**src/rtl/gshare_predictor.sv**
```systemverilog
// gshare_predictor: direct-mapped BTB plus a table of 2-bit saturating
// counters, giving a combinational next-fetch-PC prediction.
// Optional feature macro: GSHARE_PREDICTOR_GSHARE_EN. When it is defined,
// the counter index is hashed with a global history register. When it is
// undefined, the predictor is bimodal and has no history storage.
//
// Interface protocol: the update port is valid-only. When upd_valid is
// high at a rising edge, that edge retires one resolved branch. There is no
// ready signal, so an update is never back-pressured. The read port
// (PC -> predictions) is purely combinational and always available.
module gshare_predictor #(
  parameter int ADDR_W    = 16,
  parameter int PHT_IDX_W = 6,
  parameter int BTB_IDX_W = 4,
  parameter int GHR_W     = 6
) (
  input  logic              clk,
  input  logic              rst,
  input  logic              upd_valid,
  input  logic [ADDR_W-1:0] upd_pc,
  input  logic [ADDR_W-1:0] upd_target,
  input  logic              upd_taken,
  input  logic              upd_mispredict,
  input  logic [ADDR_W-1:0] PC,
  output logic [ADDR_W-1:0] NPC_predict,
  output logic              predict_taken,
  output logic              btb_hit,
  output logic [15:0]       mispredict_cnt
);

  localparam int TAG_W = ADDR_W - BTB_IDX_W - 2;
  localparam int BTB_N = 1 << BTB_IDX_W;
  localparam int PHT_N = 1 << PHT_IDX_W;

  logic              btb_valid  [BTB_N];
  logic [TAG_W-1:0]  btb_tag    [BTB_N];
  logic [ADDR_W-1:0] btb_target [BTB_N];
  logic [1:0]        pht        [PHT_N];

  // History contribution to the counter index (zero when bimodal).
  logic [PHT_IDX_W-1:0] hist_ext;

`ifdef GSHARE_PREDICTOR_GSHARE_EN
  logic [GHR_W-1:0] ghr;

  // History is advanced only by resolved branches, never speculatively.
  always_ff @(posedge clk or posedge rst) begin
    if (rst) begin
      ghr <= '0;
    end else if (upd_valid) begin
      ghr <= {ghr[GHR_W-2:0], upd_taken};
    end
  end

  assign hist_ext = PHT_IDX_W'(ghr);
`else
  localparam int unused_ghr_w = GHR_W;
  assign hist_ext = '0;
`endif

  // Address bits below the word boundary never select anything.
  logic unused_low_bits;
  assign unused_low_bits = ^{PC[1:0], upd_pc[1:0]};

  // Read-side decode.
  logic [BTB_IDX_W-1:0] rd_btb_idx;
  logic [TAG_W-1:0]     rd_tag;
  logic [PHT_IDX_W-1:0] rd_pht_idx;
  logic [ADDR_W-1:0]    pc_plus4;

  assign rd_btb_idx = PC[BTB_IDX_W+1:2];
  assign rd_tag     = PC[ADDR_W-1:BTB_IDX_W+2];
  assign rd_pht_idx = PC[PHT_IDX_W+1:2] ^ hist_ext;
  assign pc_plus4   = PC + ADDR_W'(4);

  // Update-side decode; uses the pre-edge history.
  logic [BTB_IDX_W-1:0] up_btb_idx;
  logic [TAG_W-1:0]     up_tag;
  logic [PHT_IDX_W-1:0] up_pht_idx;

  assign up_btb_idx = upd_pc[BTB_IDX_W+1:2];
  assign up_tag     = upd_pc[ADDR_W-1:BTB_IDX_W+2];
  assign up_pht_idx = upd_pc[PHT_IDX_W+1:2] ^ hist_ext;

  // Combinational prediction from current (pre-edge) table contents.
  always_comb begin
    btb_hit       = btb_valid[rd_btb_idx] && (btb_tag[rd_btb_idx] == rd_tag);
    predict_taken = btb_hit && pht[rd_pht_idx][1];
    NPC_predict   = predict_taken ? btb_target[rd_btb_idx] : pc_plus4;
  end

  // BTB: install/replace on taken branches only; last writer wins.
  always_ff @(posedge clk or posedge rst) begin
    if (rst) begin
      for (int i = 0; i < BTB_N; i++) begin
        btb_valid[i]  <= 1'b0;
        btb_tag[i]    <= '0;
        btb_target[i] <= '0;
      end
    end else if (upd_valid && upd_taken) begin
      btb_valid[up_btb_idx]  <= 1'b1;
      btb_tag[up_btb_idx]    <= up_tag;
      btb_target[up_btb_idx] <= upd_target;
    end
  end

  // Direction counters: saturating train toward the resolved outcome.
  always_ff @(posedge clk or posedge rst) begin
    if (rst) begin
      for (int i = 0; i < PHT_N; i++) begin
        pht[i] <= 2'b01;
      end
    end else if (upd_valid) begin
      if (upd_taken) begin
        if (pht[up_pht_idx] != 2'b11) pht[up_pht_idx] <= pht[up_pht_idx] + 2'b01;
      end else begin
        if (pht[up_pht_idx] != 2'b00) pht[up_pht_idx] <= pht[up_pht_idx] - 2'b01;
      end
    end
  end

  // Saturating count of front-end mispredictions.
  always_ff @(posedge clk or posedge rst) begin
    if (rst) begin
      mispredict_cnt <= '0;
    end else if (upd_valid && upd_mispredict && (mispredict_cnt != 16'hFFFF)) begin
      mispredict_cnt <= mispredict_cnt + 16'd1;
    end
  end

endmodule

```
**config.mk**
```make
export PLATFORM = sky130hd
export DESIGN_NAME = gshare_predictor
export DESIGN_NICKNAME = d
export VERILOG_FILES = /design/src/rtl/gshare_predictor.sv
export SDC_FILE = /design/constraint.sdc
export NUM_CORES = 1
export LEC_CHECK = 0
export CELL_PAD_IN_SITES_DETAIL_PLACEMENT = 2
export CELL_PAD_IN_SITES_GLOBAL_PLACEMENT = 2
export CORE_MARGIN = 2
export CORE_UTILIZATION = 46
export CTS_CLUSTER_SIZE = 8
export DETAILED_ROUTE_END_ITERATION = 10
export PLACE_DENSITY = 0.85
export SLEW_MARGIN = 20
export SYNTH_ARGS = -nofsm -noshare
export SYNTH_HDL_FRONTEND = slang
export SYNTH_SLANG_ARGS = --single-unit
```
**constraint.sdc**
```tcl
create_clock -name clk -period 24.9 [get_ports clk]
set_input_delay 4.98 -clock clk [delete_from_list [all_inputs] [get_ports clk]]
set_output_delay 4.98 -clock clk [all_outputs]
set_load 0.005 [all_outputs]
```
==> flow_summary.toml <==
[outcome]
status = "finished, final reports clean"

[floorplanning]
io_pins = 87
start_util_pct = 46.6
die_x_um = 249
rows = 89
die-area_um2 = 61800
die_height_um = 249
core_area_um2 = 59100

[timing]
finClkSkew_ns = 0.0386
hold_viol = 0
fin_tns_setup_ns = 0
final.min_clock_period_ns = 15.02
max_slew_margin_pct = 20.4
fin_ws_ns = 9.88
setup_viol = 0
tightestPinTransition_ns = 1.19
whs_ns = 0.477
fmax_mhz = 66.6
slew_violations = 0
post-route-period-util_pct = 60.3
rsz0062_at_grt = "no"

[yosys]
ys_top_cells_by_area = "dfrtp_1, mux2_2, mux4_2"
ys_seq_elements = 576
yosys-top-cells-count = "dfrtp_1, mux2_2, mux4_2, nor2_1, clkbuf_1"
synth_edf_count = 0
yosysSeqAreaShare_pct = 52.6
yosysMostFrequentCell = "dfrtp_1"
ys.flop_type = "dfrtp_1"
synth.avg_cell_area_um2 = 14.7
syn_nets = 1924
async_flop_share_pct = 100
yosys.area.top_type = "dfrtp_1"
synth_top_area_share_pct = 46.5
netlist-cell-type-count = 57
synth_area_um2 = 27500
syn_inst = 1867
yosys_warnings = 0

[setup_path]
crit_slowest_cell = "buf_4"
crit_family = "buffers and inverters"
cp_cell_sequence = "buf_6 > buf_4 > mux2i_1 > a22o_1 > or4_4 > o21a_1 > o32a_1 > a2111oi_4 > nand2_2 > inv_2 > mux2_2 > clkdlybuf4s50_1"
cp.depth = 12
worstPathMaxFanout = 45
cp_data_arrival_time_ns = 10.04
ff2ff_path_depth = 12
rrSetupSlack_ns = 20.25
endpoint = "NPC_predict[3]"
critPathMaxStageDelay_ns = 0.74
setup.worst_path.start_class = "primary input"
rr_endpoint = "pht[37]"
path_buf_inv = 4
critical_path_required_ns = 19.92
crit_start = "PC[3]"
worstSetupPathType = "in2out"
cp-end-kind = "primary output"

[power_and_ir_drop]
powerDensity_nw_per_um2 = 90.7
leakage_nw = 13.5
ir_drop_v = 0.0000642

[cts]
cts_tree = "done"
htree_levels = 3
postCtsSetupBuffers = 0
postCtsHoldBufs = 0
clock_latency_ns = 0.66
max-clock-path-buffers = 3
cts.sinks = 576
cts_made_buffers = 82
root_buffer = "clkbuf_16"
cts_resized = 0
path_clk_slew_ns = 0.06

[cells_and_area]
drive_above_1_share_pct = 47.1
syn2layout_area_growth_pct = 14.0
final_cells = 2726
final_area_um2 = 31400
finalNetCount = 1983
nFillCells = 5159

[grt]
grt_first_pass_wirelength_um = 154000
grt_usage_pct = 33.9
grt_overflow = 0
grt_pass1_vias = 21318
grt_max_degree = 172
antenna_found_initial = 1

[flow_run]
maxCapViolations = 0

[drt]
vias_per_cell = 6.62
wire_per_inst_um = 37.8
drt_first_pass_iters = 8
drt_wl_total_um = 103000
num_vias = 18055
post-route-drc-count = 0
drt-initial-drc-count = 1457
drtAntennaViolNets = 0

[placed_design]
detailed_place_hpwl_um = 51000
dp_cells = 2615
gp_congestion = 0.784
postPlaceCellArea_um2 = 29100
numPortBuffers = 84
pre_cts_ws_ns = 10.17

[worst_hold_path]
hold_class = "reg2reg"
through the flow:
| stage | util [%] | power, W |
|---|---|---|
| after floorplan | - | 0.00155 |
| final | 53.1 | 0.00285 |
| after CTS | 53.1 | 0.00285 |
| after global routing | 53.1 | 0.00293 |
| after detailed placement | 49.2 | 0.00172 |
| after global placement | 49.2 | 0.00165 |
layout make-up:
cell class	count	area, um2	share of cell area [%]
multi-input combinational	1137	12500	39.7
clock buffer	101	2120	6.77
inverter	11	48.8	0.155
antenna	1	2.50	0.00797
timing repair buffer	118	1110	3.53
sequential	576	14500	46.2
tap	773	967	3.08
clock inverter	9	169	0.538
metal layers:
metal	track usage (%)	vias up	wire (um)	part of all wire, %
li1	-	6983	-	-
met1	41.0	9854	39400	38
met2	58.3	862	52500	51
met3	6.23	356	5540	5.4
met4	17.2	0	5720	5.5
met5	0	-	0	0
cells in the final DEF, fill, tap and decap left out, drive strengths merged, types with 13 or more instances in the layout:
cell type	netlist	routed
dfrtp	512	512
mux2	510	510
mux4	176	176
nor2	141	141
clkbuf	98	102
clkdlybuf4s50	0	79
dfstp	64	64
a21oi	57	57
buf	45	38
mux2i	34	34
nand2	32	32
xnor2	24	24
nand3	18	18
or2	16	16
inv	11	15
nand2b	14	14
nand4	13	13
worst min-delay path by stage:
stage | startpoint | to | slack [ns] | depth (start not counted)
floorplan | btb_valid[14] | btb_valid[14] | 0.43 | 1
global placement | btb_valid[14] | btb_valid[14] | 0.44 | 1
detailed placement | btb_valid[7] | btb_valid[7] | 0.45 | 1
CTS | btb_valid[12] | btb_valid[12] | 0.48 | 1
global route | flop | flop | 0.50 | 2
finish | btb_valid[12] | btb_valid[12] | 0.48 | 1
report_power, final:
part	switching (W)	total, W	internal, W	leakage (nW)
Combinational	0.000249	0.000515	0.000266	5.11
Clock	0.000461	0.00106	0.000600	1.11
Sequential	0.000144	0.00127	0.00112	7.25
kinds of logic (layout without fill, tap and decap cells):
| kind of cell | after synthesis | in the layout | share of synthesized area (%) |
|---|---|---|---|
| other | 0 | 1 | 0 |
| buffers and inverters | 154 | 239 | 2.37 |
| muxes | 720 | 720 | 36.6 |
| xor gates and xnor gates | 35 | 35 | 1.11 |
| adders and majority gates | 4 | 4 | 0.182 |
| AOI/OAI and AO/OA | 99 | 99 | 2.30 |
| DFF | 576 | 576 | 52.6 |
| and+or+nand+nor | 279 | 279 | 4.76 |
Note: power is estimated with default switching activity, not from simulation.
